File: src/rtl/prog_seq_det_pkg.sv
// Shared types and defaults for the programmable serial sequence detector family.
package prog_seq_det_pkg;

  localparam int DEF_MAX_W = 16;
  localparam int DEF_CNT_W = 8;

  typedef enum logic [1:0] {
    IDLE  = 2'd0,
    FILL  = 2'd1,
    ARMED = 2'd2
  } state_t;

  // Width needed to hold a length value from 0 up to max_w inclusive.
  function automatic int len_width(input int max_w);
    return $clog2(max_w + 1);
  endfunction

endpackage

File: src/rtl/prog_seq_det_cmp.sv
// Masked, length-limited pattern comparator: hit when every cared-for bit below len agrees.
module prog_seq_det_cmp
  import prog_seq_det_pkg::*;
#(
  parameter int MAX_W = DEF_MAX_W,
  parameter int LEN_W = len_width(MAX_W)
) (
  input  logic [MAX_W-1:0] hist,
  input  logic [MAX_W-1:0] seq,
  input  logic [MAX_W-1:0] mask,
  input  logic [LEN_W-1:0] len,
  output logic             hit
);

  always_comb begin
    hit = 1'b1;
    for (int i = 0; i < MAX_W; i++) begin
      if ((i < int'(len)) && mask[i] && (hist[i] != seq[i])) begin
        hit = 1'b0;
      end
    end
  end

endmodule

File: src/rtl/prog_seq_det.sv
// Runtime-programmable serial sequence detector with fill guard and saturating match counter.
// Optional macro PROG_SEQ_DET_CLR_EN adds a cnt_clr input that zeroes the counter in place.
module prog_seq_det
  import prog_seq_det_pkg::*;
#(
  parameter int MAX_W = DEF_MAX_W,
  parameter int CNT_W = DEF_CNT_W,
  parameter int LEN_W = len_width(MAX_W)
) (
  input  logic             clk,
  input  logic             rst,
  input  logic             in_valid,
  input  logic             in_bit,
  input  logic             cfg_load,
  input  logic [MAX_W-1:0] cfg_seq,
  input  logic [MAX_W-1:0] cfg_mask,
  input  logic [LEN_W-1:0] cfg_len,
  input  logic             cfg_overlap,
`ifdef PROG_SEQ_DET_CLR_EN
  input  logic             cnt_clr,
`endif
  output logic             armed,
  output logic             out_match,
  output logic [CNT_W-1:0] match_cnt,
  output logic             cnt_sat
);

  state_t           state;
  // The oldest history bit would never reach the comparator, so only MAX_W-1 bits are kept.
  logic [MAX_W-2:0] hist;
  logic [LEN_W-1:0] fill;
  logic [LEN_W-1:0] len_r;
  logic [MAX_W-1:0] seq_r;
  logic [MAX_W-1:0] mask_r;
  logic             overlap_r;

  logic [MAX_W-1:0] hist_n;
  logic [LEN_W-1:0] fill_n;
  logic [LEN_W-1:0] len_clamp;
  logic             accept;
  logic             full;
  logic             hit;
  logic             match;
  logic             clr;

`ifdef PROG_SEQ_DET_CLR_EN
  assign clr = cnt_clr;
`else
  assign clr = 1'b0;
`endif

  always_comb begin
    len_clamp = (cfg_len > LEN_W'(MAX_W)) ? LEN_W'(MAX_W) : cfg_len;
    accept    = in_valid && !cfg_load && (state != IDLE);
    hist_n    = {hist, in_bit};
    fill_n    = (fill < len_r) ? fill + LEN_W'(1) : fill;
    full      = (fill_n == len_r);
    match     = accept && full && hit;
  end

  prog_seq_det_cmp #(
    .MAX_W (MAX_W),
    .LEN_W (LEN_W)
  ) u_cmp (
    .hist (hist_n),
    .seq  (seq_r),
    .mask (mask_r),
    .len  (len_r),
    .hit  (hit)
  );

  assign armed = (state == ARMED);

  // A non-overlapping match restarts the fill guard so a fresh full pattern is needed.
  always_ff @(posedge clk) begin
    if (rst) begin
      state     <= IDLE;
      hist      <= '0;
      fill      <= '0;
      len_r     <= '0;
      seq_r     <= '0;
      mask_r    <= '0;
      overlap_r <= 1'b0;
      out_match <= 1'b0;
      match_cnt <= '0;
      cnt_sat   <= 1'b0;
    end else if (cfg_load) begin
      seq_r     <= cfg_seq;
      mask_r    <= cfg_mask;
      overlap_r <= cfg_overlap;
      len_r     <= len_clamp;
      hist      <= '0;
      fill      <= '0;
      out_match <= 1'b0;
      match_cnt <= '0;
      cnt_sat   <= 1'b0;
      state     <= (len_clamp == '0) ? IDLE : FILL;
    end else begin
      out_match <= match;
      if (accept) begin
        hist <= hist_n[MAX_W-2:0];
        if (match && !overlap_r) begin
          fill  <= '0;
          state <= FILL;
        end else begin
          fill  <= fill_n;
          state <= full ? ARMED : FILL;
        end
      end
      if (clr) begin
        match_cnt <= match ? CNT_W'(1) : '0;
        cnt_sat   <= 1'b0;
      end else if (match) begin
        if (&match_cnt) begin
          cnt_sat <= 1'b1;
        end else begin
          match_cnt <= match_cnt + CNT_W'(1);
        end
      end
    end
  end

endmodule

File: config.mk
export PLATFORM = sky130hd
export DESIGN_NAME = prog_seq_det
export DESIGN_NICKNAME = d
export VERILOG_FILES = /design/src/rtl/prog_seq_det_pkg.sv /design/src/rtl/prog_seq_det_cmp.sv /design/src/rtl/prog_seq_det.sv
export SDC_FILE = /design/constraint.sdc
export NUM_CORES = 1
export LEC_CHECK = 0
export ABC_AREA = 0
export CAP_MARGIN = 20
export CORE_UTILIZATION = 53
export CTS_CLUSTER_SIZE = 28
export DETAILED_ROUTE_END_ITERATION = 10
export GPL_ROUTABILITY_DRIVEN = 1
export PLACE_DENSITY = 0.79
export RECOVER_POWER = 50
export SLEW_MARGIN = 20
export SYNTH_ARGS = -nofsm -noshare
export SYNTH_HDL_FRONTEND = slang
export SYNTH_SLANG_ARGS = --single-unit
File: constraint.sdc
create_clock -name clk -period 3.9 [get_ports clk]
set_input_delay 1.17 -clock clk [delete_from_list [all_inputs] [get_ports clk]]
set_output_delay 1.17 -clock clk [all_outputs]
set_load 0.005 [all_outputs]
* Word level (Yosys, flattened, before mapping)
Cells that the tools add are included.
Storage, ports and cells: word-level logic and storage cells 119, flip-flop bits (word level) 70, output and inout bits 11, input bits 43
Cells by class: reductions and logical operators 46, order comparisons 18, add/subtract/negate cells 2, bitwise gates (word level) 1, muxes and demuxes 24, equal/unequal tests 18
Operators with widths (number):
- $lt A4 B5 Y1 const A | 8
- $logic_and A1 B1 Y1 | 37
- $lt A3 B5 Y1 const A | 4
- $mux W1 | 17
- $ne A1 B1 Y1 | 16
- $mux W5 | 3
- $lt A1 B5 Y1 const A | 2
- $lt A2 B5 Y1 const A | 2
- $reduce_and A9 Y1 | 1
- $add A8 B1 Y8 const B | 1
- $mux W2 | 4
- $reduce_and A8 Y1 | 1
- $add A5 B1 Y5 const B | 1
- $eq A5 B5 Y1 | 1
- $gt A5 B5 Y1 const B | 1
- $logic_not A5 Y1 | 1
- $lt A5 B5 Y1 | 1
- $reduce_bool A2 Y1 | 2
- $eq A2 B2 Y1 const B | 1
- $logic_not A1 Y1 | 2
- $reduce_and A2 Y1 | 1
- $reduce_or A2 Y1 | 1
- $not A1 Y1 | 1

* Depth between registers and ports, before layout
Gate-level depths: netlist (run 1).
depth after elaboration 24, gate-level depth with buffers 11, gate-level depth less buffers 10

* Modules after synthesis
From an unflattened synthesis (run 1), not the netlist that was laid out.
Second synthesis, totals: cell total of the unflattened synthesis 393, area total of the unflattened synthesis 3445.8 µm²
Modules (own cells, without submodules):
- prog_seq_det | instances 1, area each 3031.7 µm², cells each 339, seq. area each 1401.3 µm²
- prog_seq_det_cmp | instances 1, area each 414.1 µm², cells each 54, seq. area each 0.0 µm²

* Worst setup path before layout (run 1)
No wires, ideal clock.
path kind reg2reg, start register len_r[2], end register match_cnt[3], clock period less this slack 2.849 ns, data required time 3.777 ns, arrival 2.726 ns, cell stages (with the launch flop) 12, setup slack 1.051 ns, library setup time 0.123 ns, path buffers 1, cells stage by stage dfxtp_1 > clkbuf_1 > inv_1 > ha_1 > a21o_1 > a31oi_1 > o21ai_1 > o21ai_0 > nand4_2 > nor3_4 > nand4_1 > mux2_1
On the way: word-level cells in the longest chain between the ends 21
RTL lines:
- from (decl) | line prog_seq_det.sv:32 | logic [LEN_W-1:0] len_r;
- from (signal assigned) | line prog_seq_det.sv:91 | len_r <= len_clamp;
- $lt A1 B5 Y1 | line prog_seq_det_cmp.sv:18 | if ((i < int'(len)) && mask[i] && (hist[i] != seq[i])) begin
- $logic_and A1 B1 Y1 (2 in a row) | line prog_seq_det_cmp.sv:18
- $mux W1 (16 in a row) | line prog_seq_det_cmp.sv:18
- $logic_and A1 B1 Y1 (*) | line prog_seq_det.sv:58 | match = accept && full && hit;
- $reduce_and A2 Y1 (no source line) (*)
- to (signal assigned) | line prog_seq_det.sv:111 | match_cnt <= match ? CNT_W'(1) : '0;
- to (signal assigned) | line prog_seq_det.sv:117 | match_cnt <= match_cnt + CNT_W'(1);
- to (decl) | line prog_seq_det.sv:24 | output logic [CNT_W-1:0] match_cnt,
Every way passes the cells marked *; elsewhere a longest branch is shown, timed or not. A chain may end at the register's enable or synchronous reset.

* Worst setup path after layout (run 1)
Ends and elaborated chain as after synthesis.

==> results of run 1 <==
-- power breakdown --
| group | switching, mW | internal (mW) | total [mW] |
|---|---|---|---|
| Clock | 0.256 | 0.376 | 0.632 |
| Sequential | 0.0250 | 0.739 | 0.764 |
| Combinational | 0.0876 | 0.0889 | 0.177 |
| Total | 0.369 | 1.20 | 1.57 |
-- routing by layer --
metal | vias up | share of wire, % | wire length [µm]
met1 | 1297 | 46 | 3301
met5 | - | 0 | 0
met3 | 7 | 4.5 | 325
met4 | 0 | 1.2 | 85
met2 | 46 | 49 | 3497
li1 | 1411 | - | -
-- worst min-delay path, cell delays in order, from the launching register on --
cell and delay [ps]:
dfxtp_1 320, nand2_1 50, a21oi_1 50
-- path summary, 6_finish.rpt --
check	from	cells past startpoint	end
setup / recovery	len_r[2]	10	match_cnt[3]
hold / removal	hist[14]	2	hist[14]
setup reg to reg	len_r[2]	10	match_cnt[3]
hold reg to reg	hist[14]	2	hist[14]
-- cells by family after synthesis --
logic type,after synthesis,share of synthesized area [%]
DFF,70,42.31
and+or+nand+nor,140,20.55
adders and majority gates,6,2.267
buffers and inverters,23,2.909
xor gates and xnor gates,23,6.082
AOI/OAI and AO/OA,73,14.32
muxes,38,11.56
-- Yosys cell counts, types with 3 or more instances --
cell	number	area share, %
nand2_1	40	4.5
buf_1	4	0.45
o21ai_1	6	0.91
o21a_1	3	0.68
dfxtp_1	70	42
clkbuf_1	11	1.2
a32oi_1	5	1.3
a21oi_1	28	4.2
a22o_1	3	0.79
mux2i_1	36	11
nand2b_1	3	0.57
xnor2_1	5	1.3
inv_1	5	0.57
xor2_1	18	4.8
a21o_1	4	0.91
ha_1	6	2.3
or3_1	3	0.57
nor3_1	4	0.60
or4_1	3	0.68
o21ai_0	6	0.91
and2_1	3	0.57
nand4_1	3	0.57
a22oi_1	3	0.68
nor2_1	57	6.5
a31oi_1	3	0.57
and3_1	3	0.57
nand3_1	4	0.60
-- placed cells by master (no fill, tap or decap), drive strengths merged, types with 6 or more instances in the layout --
| master | instances |
|---|---|
| o21ai | 12 |
| clkbuf | 14 |
| xor2 | 18 |
| nor2 | 58 |
| a21oi | 28 |
| mux2i | 36 |
| clkdlybuf4s50 | 51 |
| nor3 | 6 |
| ha | 6 |
| nand2 | 40 |
| dfxtp | 70 |
-- state kept, by name, indices dropped and copies added, names as in the netlist --
| signal | flops |
|---|---|
| len_r | 5 |
| cnt_sat | 1 |
| match_cnt | 8 |
| out_match | 1 |
| hist | 15 |
| overlap_r | 1 |
| mask_r | 16 |
| state | 2 |
| seq_r | 16 |
| fill | 5 |
-- per-stage QoR --
| stage | total power [mW] | setup WS, ps | hold slack [ps] | std cells |
|---|---|---|---|---|
| finish | 1.573 | 633.1 | 467.6 | 502 |
| global placement | 0.9517 | 476.0 | 458.4 | 487 |
| CTS | 1.585 | 635.5 | 471.0 | 502 |
| floorplan | 0.8812 | 1051 | 447.8 | 373 |
| detailed placement | 0.9567 | 481.5 | 461.3 | 487 |
| global route | 1.639 | 416.1 | 505.1 | 502 |
-- area by class of cell --
type | count | area, µm²
Multi-Input combinational cell | 280 | 1814
Fill cell | 490 | 1897
Clock buffer | 12 | 145.1
Timing Repair Buffer | 57 | 551.8
Sequential cell | 70 | 1401
Clock inverter | 3 | 68.82
Inverter | 5 | 18.77
Tap cell | 75 | 93.84
==> metrics.md, run 1 <==
| Metric | Value |
|---|---|
| Number of flops mapped to enable cells by yosys | `0` |
| Number of global-route vias before repair | `2602` |
| Final setup fails | `0` |
| Reg-to-reg slack, setup | `630 ps` |
| Antenna-violating nets left | `0` |
| Clock latency on the worst-skew pair | `350 ps` |
| Arr. time, crit path | `3510 ps` |
| Worst setup SP type | `flop` |
| Die area | `approximately 6600 µm²` |
| Wire length per cell | `between 10 and 15 µm` |
| CP Max Fanout | `11` |
| Peak supply drop | `roughly 0.29 mV` |
| Die width | `81.05 µm` |
| Final wirelength | `7210 µm` |
| Worst-path cell chain | `inv_1 > ha_1 > a21o_1 > a31oi_1 > o21ai_1 > o21ai_0 > nand4_2 > nor3_4 > nand4_1 > mux2_1` |
| Vias | `between 2000 and 3000` |
| Post-CTS Setup Inserts | `0` |
| Grt ovf | `0` |
| Initial antenna violation count | `0` |
| H-Tree Depth | `3` |
| Setup TNS | `0 ps` |
| Root buffer cell | `clkbuf_8` |
| Largest net degree at the start of global routing | `40` |
| Final Critical Period | `3267 ps` |
| Worst Path Required | `a little over 4000 ps` |
| Max_cap viols | `0` |
| #FFs+latches synth | `70` |
| Via-to-Cell Ratio | `5.500` |
| Final #Nets | `472` |
| Ant. Diodes | `0` |
| Share of post-route cells with drive strength above 1 | `around 5.9%` |
| Die H | `81.05 µm` |
| Synthesis Warnings | `0` |
| Seq/Total Area, Yosys | `42.31%` |
| RSZ-0062 raised after global routing | `no` |
| Skew final | `8.005 ps` |
| Syn avg cell area | `~9 µm²` |
| # IOs | `54` |
| All-Layer GR Usage | `24.53%` |
| CTS tree | `yes` |
| Global-route wire length before repair | `12040 µm` |
| Residual DRC | `0` |
| Delay-heaviest family, CP | `simple AND/OR/NAND/NOR gates` |
| Synth Flop Type | `dfxtp_1` |
| Post-Syn Nets | `422` |
| Status | `complete, no violations` |
| Clock Pin Slew Worst Setup and Hold Paths | `70 ps` |
| Starting Density | `55.28%` |
| Max Transition Viols Final | `0` |
| Final worst path period share | `83.77%` |
| Most Crowded Layer GR | `met2` |
| Resized cells post-CTS | `0` |
| DRT iter0 DRCs | `116` |
| Slew margin rel. | `slightly below 20%` |
| Count of cell types in the netlist | `51` |
| Gp weighted congestion | `0.8342` |
| Area Growth Syn to Fin | `23.61%` |
| Worst slew pin tran | `1209 ps` |
| Site Rows | `28` |
| Critical Path End Type | `flop` |
| Final core utilization | `68.34%` |
| Max Root-Sink Buffers | `2` |
| GRT met1 Usage | `31.36%` |
| Placed cell area | `3884 µm²` |
| Leak | `1.684 nW` |
| CTS Buf Count | `9` |
| Cells after Synth | `373` |
| Port Buffer Count | `53` |
| Final instance area | `approximately 4100 µm²` |
| P per Cell Area | `between 300 and 400 nW/µm²` |
| Worst Path Class, Setup | `reg2reg` |
| Crit path buffers/inverters | `1` |
| Core area | `around 6000 µm²` |
| Hold Buf Count CTS | `0` |
| Clock Sink Count | `70` |
| Synth Cell Area | `3312 µm²` |
| Final Hold Fails | `0` |
| Synth async-reset ratio | `0%` |
| CP max-delay cell | `dfxtp_1` |
| Grt met2 use | `39.33%` |
| Met3 usage in global routing | `about 7.4%` |
| F_max | `306.1 MHz` |
| DP HPWL | `5184 µm` |
| Hold crit path type | `reg2reg` |
| Drt pass-1 iters | `4` |
| CP max stage delay | `590 ps` |
No activity file was read; power rests on OpenSTA's default activity.
==> run 2: changes to the inputs <==
- CORE_UTILIZATION: 53 -> 48
- PLACE_DENSITY: 0.79 -> 0.76
- clock period: 3.9 -> 2.65 ns (I/O delays scaled with it)
==> run 2 against run 1 <==
  * Combinational power increased by 78%
  * Core utilization decreased by 2.1 points
  * Die area increased by 10%
  * Cell count increased by 4.6%
  * Power increased by 44%
  * Global-route usage decreased by 0.57 points
  * Sequential power increased by 47%
  * Setup slack got worse by 540 ps
  * Critical path depth decreased by 1
  * Hold slack improved by 11 ps
  * Via count increased by 5.5%
  * Register-to-register slack got worse by 510 ps
  * Largest power group unchanged
==> metrics.md, run 2 (synthesis results as in run 1) <==
| Metric | Value |
|---|---|
| Final Critical Period | `2555 ps` |
| Skew final | `9.079 ps (+1.074 ps)` |
| Final worst path period share | `96.40%` |
| Reg power frac | `49.1% (+0.5 points)` |
| Slew margin rel. | `45.51% (+26 points)` |
| Most frequent cells in the layout | `dfxtp_1, nor2_1, clkdlybuf4s50_1` |
| DRT iter0 DRCs | `126 (+8.6%)` |
| Hold EP | `hist[13]` |
| Critical Path End Type | `flop` |
| Final instance area | `4302 µm² (+5.1%)` |
| Core area | `6495 µm² (+8.4%)` |
| P per Cell Area | `528.0 nW/µm² (+37%)` |
| Port Buffer Count | `53 (unchanged)` |
| Worst setup SP type | `input port` |
| Max Transition Viols Final | `0 (unchanged)` |
| Multi-input combinational cell area | `1881 µm² (+3.7%)` |
| Status | `complete, no violations` |
| Reg area | `1405 µm² (+0.27%)` |
| Placed Cells | `506 (+3.9%)` |
| DP HPWL | `5883 µm (+13%)` |
| Final setup fails | `0 (unchanged)` |
| Largest regs | `mask_r x16, seq_r x16, hist x15` |
| Vias | `2913 (+5.5%)` |
| Final Hold Fails | `0 (unchanged)` |
| Arr. time, crit path | `2790 ps (-720 ps)` |
| Number of global-route vias before repair | `2920 (+12%)` |
| Hold Buf Count CTS | `0 (unchanged)` |
| Gp weighted congestion | `0.8843 (+6.0%)` |
| F_max | `between 300 and 400 MHz` |
| R2r worst-path depth | `9 (-1)` |
| Starting Density | `50.99% (-4.3 points)` |
| Clk pwr share | `37.0% (-3.2 points)` |
| Die area | `7236 µm² (+10%)` |
| Root buffer cell | `clkbuf_8` |
| Clock Pin Slew Worst Setup and Hold Paths | `70 ps (about the same)` |
| Reg-to-reg slack, setup | `120 ps (-510 ps)` |
| Clock latency on the worst-skew pair | `340 ps (about the same)` |
| Wire length per cell | `15.37 µm (+7.0%)` |
| Drt pass-1 iters | `4 (unchanged)` |
| # IOs | `54 (unchanged)` |
| Antenna-violating nets left | `0 (unchanged)` |
| Fill count | `553 (+13%)` |
| All-Layer GR Usage | `23.96% (-0.57 points)` |
| Die width | `85.07 µm (+5.0%)` |
| Final Non-Filler Cells | `525 (+4.6%)` |
| Initial antenna violation count | `0 (unchanged)` |
| Global-route wire length before repair | `13550 µm (+13%)` |
| Final #Nets | `493 (+4.4%)` |
| Worst slew pin tran | `817.3 ps (-391.9 ps)` |
| Worst hold start | `hist[12]` |
| Final core utilization | `66.23% (-2.1 points)` |
| Hold crit path type | `reg2reg` |
| RSZ-0062 raised after global routing | `yes` |
| Ant. Diodes | `0 (unchanged)` |
| Final setup margin | `95.38 ps (-537.7 ps)` |
| Worst slack, placed | `-347.5 ps (-829.0 ps)` |
| Share of post-route cells with drive strength above 1 | `12.50% (+6.6 points)` |
| Final wirelength | `8068 µm (+12%)` |
| Residual DRC | `0 (unchanged)` |
| Max_cap viols | `0 (unchanged)` |
| Via-to-Cell Ratio | `5.549 (+0.88%)` |
| Sw power | `0.5669 mW (+54%)` |
| Setup TNS | `0 ps (unchanged)` |
| RR Startpoint | `len_r[4]` |
| Commonest non-fill, non-tap cell in the layout | `dfxtp_1` |
| Grt ovf | `0 (unchanged)` |
| Peak supply drop | `0.3652 mV (+27%)` |
| WHS Path Cells | `2 (unchanged)` |
| CP Max Fanout | `6 (-5)` |
| Net Sw Frac | `24.96% (+1.5 points)` |
| Largest net degree at the start of global routing | `40 (unchanged)` |
| Worst Path Class, Setup | `in2reg` |
| Worst Path Required | `2890 ps (-1250 ps)` |
| R2r endpoint | `match_cnt[7]` |
| H-Tree Depth | `3 (unchanged)` |
| Placed cell area | `4024 µm² (+3.6%)` |
| CTS Buf Count | `9 (unchanged)` |
| Clock Sink Count | `70 (unchanged)` |
| Comb pwr share | `13.9% (+2.7 points)` |
| CTS tree | `yes` |
| Leak | `1.775 nW (+5.4%)` |
| Pint | `1.705 mW (+42%)` |
| Area Growth Syn to Fin | `29.88%` |
| Die H | `85.07 µm (+5.0%)` |
| Max Root-Sink Buffers | `2 (unchanged)` |
| Site Rows | `29 (+3.6%)` |
## run 2: changes by cell type in the layout (fill, tap and decap cells not counted), sizes merged
cell,delta
bufinv,-1
clkinvlp,+2
clkinv,-1
buf,+21
## run 2: worst max path at each step
stage          startpoint           end  slack [ps]
4_1_cts          len_r[2]  match_cnt[5]          20
3_5_place_dp       in_bit       fill[1]        -350
6_report           in_bit       fill[1]         100
3_3_place_gp       in_bit       fill[1]        -290
2_1_floorplan    len_r[2]  match_cnt[3]          20
5_1_grt          len_r[4]       fill[1]         -30
## run 2: per-stage QoR
step / power (mW) / hold WS [ps]
after floorplan: 1.299 / 447.8
after global placement: 1.423 / 458.3
after detailed placement: 1.431 / 466.7
after CTS: 2.281 / 478.8
after global routing: 2.373 / 504.9
final: 2.271 / 478.7
## run 2: cell type report
type | count | area share (%)
Clock buffer | 12 | 3.374
Tap cell | 77 | 2.240
Sequential cell | 70 | 32.66
Timing Repair Buffer | 78 | 16.52
Inverter | 5 | 0.4363
Multi-Input combinational cell | 280 | 43.72
Clock inverter | 3 | 1.047
## run 2: power by group through the flow
stage          clock [mW]  combinational, mW  sequential, mW
2_1_floorplan           0              0.170            1.13
3_3_place_gp            0              0.285            1.14
3_5_place_dp            0              0.291            1.14
4_1_cts             0.857              0.308            1.12
5_1_grt             0.910              0.343            1.12
6_report            0.840              0.315            1.12
## run 2: per-layer routing
layer | vias to the layer above | track usage (%) | part of all wire (%)
li1 | 1460 | - | -
met1 | 1388 | 30.10 | 45
met2 | 57 | 39.74 | 50
met3 | 8 | 7.296 | 4.3
met4 | 0 | 7.088 | 0.90
met5 | - | 0 | 0
## run 2: repair_timing
action,in CTS,in global routing
setup buffers,4,0
gates resized for setup,5,9
gates cloned,0,0
setup endpoints to repair,8,12
pin swaps,3,7
## run 2: critical path: stages
cell and delay (ps):
clkdlybuf4s50_1 440, xor2_1 190, a31oi_1 170, a21oi_1 110
a21oi_2 170, nand3_4 150, o31ai_4 380, nor3_2 110
a32o_1 280
